$ cat src/rtl/fpadd_arbiter.sv
// Round-robin front end that shares one FP16 adder among NUM_REQ requesters and
// returns results through a credit-limited response FIFO. Optional: FPADD_ARBITER_SUB_EN.
module fpadd_arbiter #(
  parameter int NUM_REQ    = 4,
  parameter int ADD_LAT    = 3,
  parameter int FIFO_DEPTH = 4,
  localparam int IDW       = $clog2(NUM_REQ)
) (
  input  logic                  clk,
  input  logic                  rst_n,
  input  logic [NUM_REQ-1:0]    req_valid,
  output logic [NUM_REQ-1:0]    req_ready,
  input  logic [16*NUM_REQ-1:0] req_a,
  input  logic [16*NUM_REQ-1:0] req_b,
`ifdef FPADD_ARBITER_SUB_EN
  input  logic [NUM_REQ-1:0]    req_sub,
`endif
  output logic                  add_valid,
  output logic [15:0]           add_a,
  output logic [15:0]           add_b,
  input  logic [15:0]           add_res,
  input  logic                  add_ovf,
  output logic                  rsp_valid,
  input  logic                  rsp_ready,
  output logic [IDW-1:0]        rsp_id,
  output logic [15:0]           rsp_res,
  output logic                  rsp_ovf,
  output logic                  busy
);

  localparam int PW = $clog2(FIFO_DEPTH);
  localparam int CW = PW + 1;
  localparam int EW = IDW + 17;

  logic [15:0] a_vec [NUM_REQ];
  logic [15:0] b_vec [NUM_REQ];

  generate
    for (genvar gi = 0; gi < NUM_REQ; gi++) begin : g_unpack
      assign a_vec[gi] = req_a[16*gi +: 16];
      assign b_vec[gi] = req_b[16*gi +: 16];
    end
  endgenerate

  logic [IDW-1:0]     rr_ptr_reg;
  logic [CW-1:0]      cnt_reg;
  logic [CW-1:0]      cnt_next;
  logic [NUM_REQ-1:0] grant;
  logic [IDW-1:0]     gidx;
  logic [IDW-1:0]     scan_idx;
  logic               grant_any;
  logic               pop;

  // First valid requester at or after the pointer wins; no credit means no grant.
  always_comb begin
    grant     = '0;
    gidx      = '0;
    grant_any = 1'b0;
    scan_idx  = '0;
    for (int k = 0; k < NUM_REQ; k++) begin
      scan_idx = IDW'((int'(rr_ptr_reg) + k) % NUM_REQ);
      if (!grant_any && req_valid[scan_idx]) begin
        grant[scan_idx] = 1'b1;
        gidx            = scan_idx;
        grant_any       = 1'b1;
      end
    end
    if (!rst_n || cnt_reg == CW'(FIFO_DEPTH)) begin
      grant     = '0;
      grant_any = 1'b0;
    end
  end

  assign req_ready = grant;
  assign busy      = (cnt_reg != '0);

  always_comb begin
    cnt_next = cnt_reg;
    case ({grant_any, pop})
      2'b10:   cnt_next = cnt_reg + 1'b1;
      2'b01:   cnt_next = cnt_reg - 1'b1;
      default: cnt_next = cnt_reg;
    endcase
  end

  logic [15:0] b_issue;
`ifdef FPADD_ARBITER_SUB_EN
  assign b_issue = b_vec[gidx] ^ {req_sub[gidx], 15'b0};
`else
  assign b_issue = b_vec[gidx];
`endif

  logic           add_valid_reg;
  logic [15:0]    add_a_reg;
  logic [15:0]    add_b_reg;
  logic [IDW-1:0] issue_id_reg;

  always_ff @(posedge clk or negedge rst_n) begin
    if (!rst_n) begin
      add_valid_reg <= 1'b0;
      add_a_reg     <= '0;
      add_b_reg     <= '0;
      issue_id_reg  <= '0;
      rr_ptr_reg    <= '0;
      cnt_reg       <= '0;
    end else begin
      add_valid_reg <= grant_any;
      cnt_reg       <= cnt_next;
      if (grant_any) begin
        add_a_reg    <= a_vec[gidx];
        add_b_reg    <= b_issue;
        issue_id_reg <= gidx;
        rr_ptr_reg   <= (gidx == IDW'(NUM_REQ - 1)) ? '0 : gidx + 1'b1;
      end
    end
  end

  assign add_valid = add_valid_reg;
  assign add_a     = add_a_reg;
  assign add_b     = add_b_reg;

  // Tag pipeline: stage ADD_LAT-1 lines up with the adder result for that issue.
  generate
    for (genvar gi = 0; gi < ADD_LAT; gi++) begin : g_tag
      logic           v_reg;
      logic [IDW-1:0] id_reg;
      if (gi == 0) begin : g_head
        always_ff @(posedge clk or negedge rst_n) begin
          if (!rst_n) begin
            v_reg  <= 1'b0;
            id_reg <= '0;
          end else begin
            v_reg  <= add_valid_reg;
            id_reg <= issue_id_reg;
          end
        end
      end else begin : g_body
        always_ff @(posedge clk or negedge rst_n) begin
          if (!rst_n) begin
            v_reg  <= 1'b0;
            id_reg <= '0;
          end else begin
            v_reg  <= g_tag[gi-1].v_reg;
            id_reg <= g_tag[gi-1].id_reg;
          end
        end
      end
    end
  endgenerate

  logic          push;
  logic [EW-1:0] push_data;
  logic [EW-1:0] mem [FIFO_DEPTH];
  logic [PW-1:0] wr_ptr_reg;
  logic [PW-1:0] rd_ptr_reg;
  logic [PW-1:0] rd_ptr_next;
  logic [CW-1:0] fifo_cnt_reg;
  logic [CW-1:0] fifo_cnt_next;
  logic [CW-1:0] fifo_rem;
  logic [EW-1:0] head_next;
  logic          rsp_valid_reg;
  logic [IDW-1:0] rsp_id_reg;
  logic [15:0]   rsp_res_reg;
  logic          rsp_ovf_reg;

  assign push      = g_tag[ADD_LAT-1].v_reg;
  assign push_data = {g_tag[ADD_LAT-1].id_reg, add_res, add_ovf};
  assign pop       = rsp_valid_reg & rsp_ready;

  always_ff @(posedge clk) begin
    if (push) begin
      mem[wr_ptr_reg] <= push_data;
    end
  end

  // Next head bypasses the array when the FIFO drains to empty in the same cycle.
  always_comb begin
    fifo_rem      = fifo_cnt_reg - CW'(pop);
    fifo_cnt_next = fifo_rem + CW'(push);
    rd_ptr_next   = rd_ptr_reg + PW'(pop);
    head_next     = (fifo_rem == '0) ? push_data : mem[rd_ptr_next];
  end

  always_ff @(posedge clk or negedge rst_n) begin
    if (!rst_n) begin
      wr_ptr_reg    <= '0;
      rd_ptr_reg    <= '0;
      fifo_cnt_reg  <= '0;
      rsp_valid_reg <= 1'b0;
      rsp_id_reg    <= '0;
      rsp_res_reg   <= '0;
      rsp_ovf_reg   <= 1'b0;
    end else begin
      wr_ptr_reg    <= wr_ptr_reg + PW'(push);
      rd_ptr_reg    <= rd_ptr_next;
      fifo_cnt_reg  <= fifo_cnt_next;
      rsp_valid_reg <= (fifo_cnt_next != '0);
      if (fifo_cnt_next != '0) begin
        {rsp_id_reg, rsp_res_reg, rsp_ovf_reg} <= head_next;
      end
    end
  end

  assign rsp_valid = rsp_valid_reg;
  assign rsp_id    = rsp_id_reg;
  assign rsp_res   = rsp_res_reg;
  assign rsp_ovf   = rsp_ovf_reg;

endmodule

$ cat config.mk
export PLATFORM = sky130hd
export DESIGN_NAME = fpadd_arbiter
export DESIGN_NICKNAME = d
export VERILOG_FILES = /design/src/rtl/fpadd_arbiter.sv
export SDC_FILE = /design/constraint.sdc
export NUM_CORES = 1
export LEC_CHECK = 0
export CAP_MARGIN = 20
export CELL_PAD_IN_SITES_DETAIL_PLACEMENT = 0
export CELL_PAD_IN_SITES_GLOBAL_PLACEMENT = 1
export CORE_AREA = 2 2 167 169
export CTS_CLUSTER_DIAMETER = 150
export DETAILED_ROUTE_END_ITERATION = 12
export DIE_AREA = 0 0 169 171
export PLACE_DENSITY = 0.69
export SYNTH_ARGS = -nofsm -noshare
export SYNTH_HDL_FRONTEND = slang
export SYNTH_SLANG_ARGS = --single-unit
export TNS_END_PERCENT = 20
$ cat constraint.sdc
create_clock -name clk -period 3.71 [get_ports clk]
set_input_delay 0.5565 -clock clk [delete_from_list [all_inputs] [get_ports clk]]
set_output_delay 0.5565 -clock clk [all_outputs]
set_load 0.02 [all_outputs]
Yosys cells after proc, flatten, opt, wreduce, memory -nomap -nowiden
Memories as Yosys holds them, arrays and structs flattened.
Index checks and enable logic that the tools add are counted.
{"block": "totals", "ff_bits": 76, "ramBits": 76, "in_bits": 152, "output_inout_bits": 58, "memories": 1}
{"block": "classes", "add_sub_neg": 10, "n_lt_le_gt_ge": 9, "n_eq_ne": 4, "mux": 41, "n_bitwise": 5, "reduce_logical": 16}
{"name": "mem", "depth": 4, "width": 19, "rd": 1, "rd_clocked_by_memory_dff": 0, "wr": 1, "line": "153", "rtl": "logic [EW-1:0] mem [FIFO_DEPTH];"}
{"op": "$bmux 16 s2", "n": 2}
{"op": "$mux 16", "n": 4}
{"op": "$mux 4", "n": 5}
{"op": "$mux 19", "n": 1}
{"op": "$mux 1", "n": 15}
{"op": "$lt 2x3->1 const B", "n": 4}
{"op": "$or 4x4->4", "n": 3}
{"op": "$mux 2", "n": 5}
{"op": "$bmux 1 s2", "n": 4}
{"op": "$demux 1 s2", "n": 4}
{"op": "$ge 2x1->1 const B", "n": 4}
{"op": "$logic_and 1x1->1", "n": 7}
{"op": "$pmux 3 s2", "n": 1}
{"op": "$reduce_bool 3->1", "n": 2}
{"op": "$add 2x1->2", "n": 2}
{"op": "$add 2x1->2 const B", "n": 2}
{"op": "$add 2x2->2 const B", "n": 2}
{"op": "$eq 2x2->1 const B", "n": 2}
{"op": "$logic_not 1->1", "n": 4}
{"op": "$add 3x1->3", "n": 1}
{"op": "$add 3x1->3 const B", "n": 1}
{"op": "$eq 3x3->1 const B", "n": 1}
{"op": "$ge 3x3->1 const B", "n": 1}
{"op": "$logic_not 3->1", "n": 1}
{"op": "7 further kinds", "n": 7}

Longest topological paths before layout
Gate-level depths: netlist of run 1.
{"block": "depth", "depth_word": 16, "ltp_mapped": 14}

Least setup slack after synthesis of run 1
OpenSTA, ideal clock, no wires.
{"block": "synth_timing", "kind": "reg2out", "start": "register rr_ptr_reg[0]", "end": "output port req_ready[0]", "arrival_ns": 3.317, "setup_slack_ns": -0.164, "path_stages_with_launch": 13, "n_path_buf": 5, "path_cell_list": "dfrtp_1 buf_2 inv_2 buf_1 buf_1 ha_1 mux4_2 nor2b_1 buf_2 clkbuf_1 a221o_1 o21ai_0 a21oi_1"}
{"block": "synth_between", "elab_chain_cells": 13, "elab_cells_between_ends": 48, "classes_between": "add/sub: 3; order compare: 8; mux: 24; bitwise: 3; reduce/logical: 10"}
{"item": "start: declaration", "line": "45", "rtl": "logic [IDW-1:0] rr_ptr_reg;"}
{"item": "start signal: assignment", "line": "113", "rtl": "rr_ptr_reg <= (gidx == IDW'(NUM_REQ - 1)) ? '0 : gidx + 1'b1;"}
{"item": "branches (longest 11 deep; another with $lt 2x3->1)"}
{"item": "$mux 4 (*)", "line": "62", "rtl": "if (!grant_any && req_valid[scan_idx]) begin"}
{"item": "$mux 4 (*)", "line": "68", "rtl": "if (!rst_n || cnt_reg == CW'(FIFO_DEPTH)) begin"}
{"item": "end: declaration", "line": "12", "rtl": "output logic [NUM_REQ-1:0] req_ready,"}
Mark *: on every way between the ends. The select of a mux whose other input is x is not followed.

Worst setup path after layout of run 1
{"block": "layout_timing", "start": "register rr_ptr_reg[1]", "end": "output port req_ready[0]"}
Same word-level chain as after synthesis.

==> flow_summary.json, run 1 <==
{
  "clk_path_buf_depth": 2,
  "r2r_start": "rr_ptr_reg[0]",
  "timing.rr.end": "add_a[9]",
  "syn2layout_area_growth_pct": 41.1,
  "hold_viol_final": 0,
  "ys_ff_latch": 152,
  "initial_core_util": 0.292,
  "critPathLaunchType": "flip-flop",
  "grt_pass1_vias": 6443,
  "num_rows": 61,
  "cts_buffers": 17,
  "critPathLaunch": "rr_ptr_reg[1]",
  "syn_area_per_cell_sq_um": 12.2,
  "async_reset_ff_frac": 0.500,
  "clock_sinks": 152,
  "cp.required_ns": 3.15,
  "power_leakage_nw": 4.22,
  "core_area_sq_um": 27300,
  "ys_seq_area_frac": 0.525,
  "relSlewSlack": 0.341,
  "grt_overflow": 0,
  "ios": 210,
  "cts_root_buffer": "clkbuf_16",
  "largest_reg_flops": 76,
  "dp_hpwl_mm": 16.5,
  "wl_met2_mm": 11.0,
  "cap_violations": 0,
  "fin_cells": 1229,
  "fillCellCount": 2577,
  "worst_slack_ns": 0.464,
  "worst_pin_slew_ns": 0.988,
  "wl_per_cell_microns": 19.1,
  "reg2reg_depth": 9,
  "worstPathMaxFanout": 7,
  "place.gp.congestion": 0.782,
  "setup_violations": 0,
  "routed.top_layer": "met4",
  "ys_types": 53,
  "finClkSkew_ns": 0.0189,
  "drt_iter0_drc": 509,
  "via_per_inst": 5.23,
  "syn_nets": 821,
  "wl_met3_mm": 1.47,
  "clock_latency_ns": 0.42,
  "syn_area_sq_um": 7970,
  "grt_pass1_wl_mm": 36.5,
  "cp_slowest_cell": "dfrtp_2",
  "ant_nets": 0,
  "synth_flop_cell": "edfxtp_1",
  "fin_tns_setup_ns": 0,
  "period_share": 0.875,
  "drt-met1-wl_mm": 10.7,
  "antenna_found_initial": 1,
  "final_nets": 1036,
  "worstPathCellList": "inv_1, ha_2, mux4_2, buf_4, a221o_1, o21ai_0, a21oi_2, dlymetal6s2s_1",
  "top_register": "mem",
  "holdWs_ns": 0.346,
  "cts_tree": "yes",
  "timing.fmax_mhz": 308,
  "vias": 6431,
  "cp.arrival_ns": 2.69,
  "port_buffers": 209,
  "grt_max_degree": 67,
  "slowest_delay_ns": 0.45,
  "rsz0062_at_grt": "false",
  "drc_errors": 0,
  "fp.dieW_microns": 169,
  "synth_edf_count": 76,
  "min-delay-path-class": "flip-flop to flip-flop",
  "status": "completed",
  "postSynthCellCount": 653,
  "yosysWarningCount": 0,
  "path_clk_slew_ns": 0.07,
  "critPathCapture": "req_ready[0]",
  "dieHeight_microns": 171,
  "finalWirelength_mm": 23.4,
  "gr-usage-all-layers": 0.163,
  "htree_levels": 4,
  "cp-end-kind": "output port",
  "maxSlewViolCount": 0,
  "r2r_slack_ns": 0.80,
  "p_per_area_nw_per_um2": 897,
  "first_pass_iters": 4,
  "dp_cells": 1192,
  "layout-drive-gt1-share": 0.149,
  "critPathKind": "flip-flop to output port",
  "vdd_ir_drop_max_mv": 0.421,
  "dieArea_sq_um": 28900,
  "pre_cts_slack_ns": 0.142,
  "fin_crit_ns": 3.25
}
-- how the worst min path moves through the flow --
stage	startpoint	endpoint	slack, ns	cells past startpoint
floorplan	rst_n	add_a[0]	0.26	0
global placement	g_tag[0].v_reg	g_tag[1].v_reg	0.33	0
detailed placement	g_tag[0].id_reg[0]	g_tag[1].id_reg[0]	0.34	0
CTS	g_tag[1].id_reg[0]	g_tag[2].id_reg[0]	0.35	0
global route	g_tag[1].id_reg[0]	g_tag[2].id_reg[0]	0.35	0
finish	g_tag[1].v_reg	g_tag[2].v_reg	0.35	0
-- per-layer routing --
layer	global-route usage	vias to the layer above
met5	0	-
met2	0.261	231
li1	-	3044
met4	0.0390	0
met3	0.0416	21
met1	0.223	3135
-- area by class of cell --
cell class                      count  area [sq um]  share of cell area
Multi-Input combinational cell    433          3550               0.316
Inverter                           14          52.6             0.00467
Timing Repair Buffer              250          2430               0.216
Clock buffer                       18           429              0.0381
Antenna cell                        2          5.00            0.000445
Sequential cell                   152          4190               0.372
Clock inverter                     14           161              0.0143
Tap cell                          346           433              0.0385
-- logic make-up after synthesis --
| logic type | after synthesis | share of synthesized area |
|---|---|---|
| multiplexers | 81 | 0.138 |
| AO/OA/AOI/OAI | 195 | 0.184 |
| adder cells (fa/ha/maj) | 16 | 0.0260 |
| buffers and inverters | 68 | 0.0353 |
| AND/OR/NAND/NOR | 134 | 0.0840 |
| flip-flops | 152 | 0.525 |
| XOR/XNOR | 7 | 0.00769 |
-- per-stage QoR --
stage | area, sq um | util | power (mW)
detailed placement | 10600 | 0.388 | 8.40
global route | 11200 | 0.412 | 10.8
floorplan | 7980 | - | 6.35
finish | 11300 | 0.412 | 10.1
global placement | 10600 | 0.388 | 8.33
CTS | 11200 | 0.411 | 10.2
-- power by group --
group | leakage, nW | internal (mW) | switching, mW | total [mW]
sequential | 1.61 | 2.41 | 0.278 | 2.68
combinational | 2.33 | 2.59 | 3.07 | 5.67
clock | 0.278 | 1.01 | 0.730 | 1.74
-- synthesized netlist by cell type (all sizes together), types with 2 or more instances --
library cell | count | area share
dfrtp | 76 | 0.24
edfxtp | 76 | 0.29
mux2i | 56 | 0.072
nand2 | 52 | 0.025
a221o | 34 | 0.043
clkbuf | 32 | 0.015
o21ai | 32 | 0.020
nor3 | 24 | 0.017
a21oi | 23 | 0.014
buf | 22 | 0.014
mux4 | 21 | 0.059
o221ai | 18 | 0.020
o22ai | 18 | 0.014
a31o | 16 | 0.018
o31ai | 16 | 0.017
or3 | 16 | 0.013
and3 | 15 | 0.012
ha | 15 | 0.024
inv | 14 | 0.0066
nor2 | 14 | 0.0066
a211oi | 13 | 0.012
a221oi | 13 | 0.014
mux2 | 4 | 0.0071
o211ai | 4 | 0.0038
xnor2 | 4 | 0.0044
a21o | 3 | 0.0028
xor2 | 3 | 0.0033
nand3 | 2 | 0.0013
o32a | 2 | 0.0025
or4 | 2 | 0.0019
-- layout by cell type (no fill, tap or decap), types with 5 or more instances in the layout --
cell,n
inv_1,12
a211oi_1,13
o21ai_0,31
a31o_2,16
a21oi_1,22
and3_1,15
a221o_1,34
nand2_1,51
o22ai_1,17
nor2_1,14
edfxtp_1,76
clkbuf_16,17
dfrtp_1,74
nor3_1,21
o221ai_1,18
clkdlybuf4s50_1,204
mux2i_1,55
buf_4,39
o31ai_1,14
a221oi_1,13
or3_1,16
ha_1,14
mux4_2,21
inv_6,5
-- worst max-delay path, delay by kind of cell (launching register included) --
family                     cells  cell delay, ns
adders and majority gates      1            0.40
AOI/OAI and AO/OA              3            0.55
muxes                          1            0.41
DFF                            1            0.45
buffers and inverters          3            0.47
-- repair_timing --
action | in CTS | in global routing
resized for setup | 1 | 6
hold buffers | 1 | 0
endpoints found under the setup margin | 4 | 4
buffers inserted | 0 | 2
endpoints found under the hold margin | 10 | 0
No activity file was read; power rests on OpenSTA's default activity.
==> run 2: changes to the inputs <==
Settings changed: TNS_END_PERCENT 20 to unset.
==> run 2 against run 1 <==
Effect of this change: cell count is 0.16% lower; sequential power barely moved; sequential cell count stayed put; sequential share of layout area is essentially flat; wire length rose by 1.1%; non-clock buffer count stayed put; cell area about the same; clock skew shrank 0.0048 ns; global-route usage barely moved; largest cell class unchanged; highest routed layer unchanged.
==> flow_summary.json, run 2 (synthesized netlist as in run 1, its figures left out) <==
{
  "finalWirelength_mm": 23.7,
  "fin_crit_ns": 3.28,
  "cap_violations": 0,
  "p_switching_mw": 4.02,
  "layout_common_cells": "204 x clkdlybuf4s50_1, 76 x edfxtp_1, 74 x dfrtp_1",
  "critPathKind": "flip-flop to output port",
  "vias": 6472,
  "antenna_cells": 0,
  "fin_tns_setup_ns": 0,
  "cp-end-kind": "output port",
  "place.gp.congestion": 0.804,
  "critPathLaunchType": "flip-flop",
  "vdd_ir_drop_max_mv": 0.383,
  "ios": 210,
  "dp_hpwl_mm": 16.7,
  "cp.required_ns": 3.15,
  "port_buffers": 209,
  "worstPathMaxFanout": 7,
  "drt_iter0_drc": 319,
  "path_clk_slew_ns": 0.07,
  "status": "completed",
  "grt_pass1_vias": 6440,
  "cp.arrival_ns": 2.72,
  "core_area_sq_um": 27300,
  "cts_root_buffer": "clkbuf_16",
  "num_rows": 61,
  "p_int_mw": 6.01,
  "final_common_cell": "clkdlybuf4s50_1",
  "fp.dieW_microns": 169,
  "htree_levels": 4,
  "p_per_area_nw_per_um2": 892,
  "grt_max_degree": 64,
  "final_nets": 1036,
  "holdWs_ns": 0.346,
  "dieHeight_microns": 171,
  "min-delay-path-class": "flip-flop to flip-flop",
  "pwr-share-seq": 0.268,
  "cts_buffers": 17,
  "initial_core_util": 0.292,
  "grt_pass1_wl_mm": 36.8,
  "rsz0062_at_grt": "false",
  "clkPwrFrac": 0.170,
  "cts_tree": "yes",
  "dieArea_sq_um": 28900,
  "top_register": "mem",
  "drc_errors": 0,
  "p_sw_frac": 0.401,
  "p_comb_frac": 0.562,
  "regArea_sq_um": 4190,
  "clk_path_buf_depth": 2,
  "gr-usage-all-layers": 0.164,
  "via_per_inst": 5.27,
  "grt_overflow": 0,
  "timing.fmax_mhz": 305,
  "wl_per_cell_microns": 19.3,
  "multi_input_area_sq_um": 3570,
  "clock_latency_ns": 0.42,
  "layout-drive-gt1-share": 0.151,
  "relSlewSlack": 0.323,
  "ant_nets": 0,
  "worst_pin_slew_ns": 1.01,
  "period_share": 0.883,
  "setup_violations": 0,
  "hold_viol_final": 0,
  "maxSlewViolCount": 0,
  "finClkSkew_ns": 0.0140,
  "first_pass_iters": 4,
  "syn2layout_area_growth_pct": 41.1,
  "antenna_found_initial": 1,
  "largest_reg_flops": 76,
  "clock_sinks": 152,
  "power_leakage_nw": 4.22,
  "fillCellCount": 2609
}
[run 2: worst max-delay path, cell delays in order, from the launching register on]
cell and delay [ns]:
dfrtp_2 0.46, inv_1 0.08, ha_2 0.40, mux4_2 0.42
buf_4 0.19, a221o_1 0.33, o21ai_0 0.12, a21oi_2 0.09
dlymetal6s2s_1 0.21
[run 2: power groups by stage]
stage                     sequential, mW  clock, mW  combinational [mW]
after floorplan                     3.01          0                3.36
final                               2.69       1.70                5.64
after CTS                           2.70       1.75                5.66
after global placement              2.72          0                5.59
after detailed placement            2.72          0                5.64
after global routing                2.77       1.83                6.15
[run 2: layout make-up]
class,instances,share of cell area
flip-flops and latches,152,0.372
multi-input cells,433,0.317
repair buffers,250,0.215
clock buffers,21,0.0410
well taps,346,0.0385
clock inverters,11,0.0110
inverters,14,0.00467
[run 2: path summary, 6_finish.rpt]
kind | from | end | slack [ns] | depth (start not counted)
max | rr_ptr_reg[1] | req_ready[1] | 0.43 | 8
min | g_tag[1].v_reg | g_tag[2].v_reg | 0.35 | 0
max reg2reg | rr_ptr_reg[1] | rr_ptr_reg[0] | 0.57 | 10
min reg2reg | g_tag[1].v_reg | g_tag[2].v_reg | 0.35 | 0
max in group asynchronous | rst_n | rr_ptr_reg[0] | 1.91 | 3
min in group asynchronous | rst_n | add_a[10] | 0.60 | 2
[run 2: per-layer routing]
layer | share of wire | routed length, microns | GRT usage
met2 | 0.47 | 11200 | 0.267
met5 | 0 | 0 | 0
met3 | 0.062 | 1470 | 0.0389
met1 | 0.45 | 10700 | 0.220
met4 | 0.012 | 283 | 0.0405
[run 2: per-stage QoR]
| step | power [mW] | setup WS [ns] | area (sq um) | cells | utilization |
|---|---|---|---|---|---|
| 2_1_floorplan | 6.36 | 0.0823 | 7990 | 653 | - |
| 3_3_place_gp | 8.30 | 0.217 | 10600 | 1191 | 0.388 |
| 3_5_place_dp | 8.37 | 0.184 | 10600 | 1192 | 0.388 |
| 4_1_cts | 10.1 | 0.0467 | 11200 | 1225 | 0.410 |
| 5_1_grt | 10.7 | 0.318 | 11200 | 1227 | 0.412 |
| 6_report | 10.0 | 0.434 | 11200 | 1227 | 0.412 |
[run 2: repair_timing]
item,in CTS,in global routing
gates resized for setup,1,7
buffers inserted,0,2
hold endpoints to repair,13,0
hold buffers,1,0
endpoints found under the setup margin,4,4
==> run 3: changes to the inputs <==
Settings changed: HOLD_SLACK_MARGIN set to 0.02.
==> results of run 3 <==
The final DEF is identical to that of run 2; final timing and power are the same.
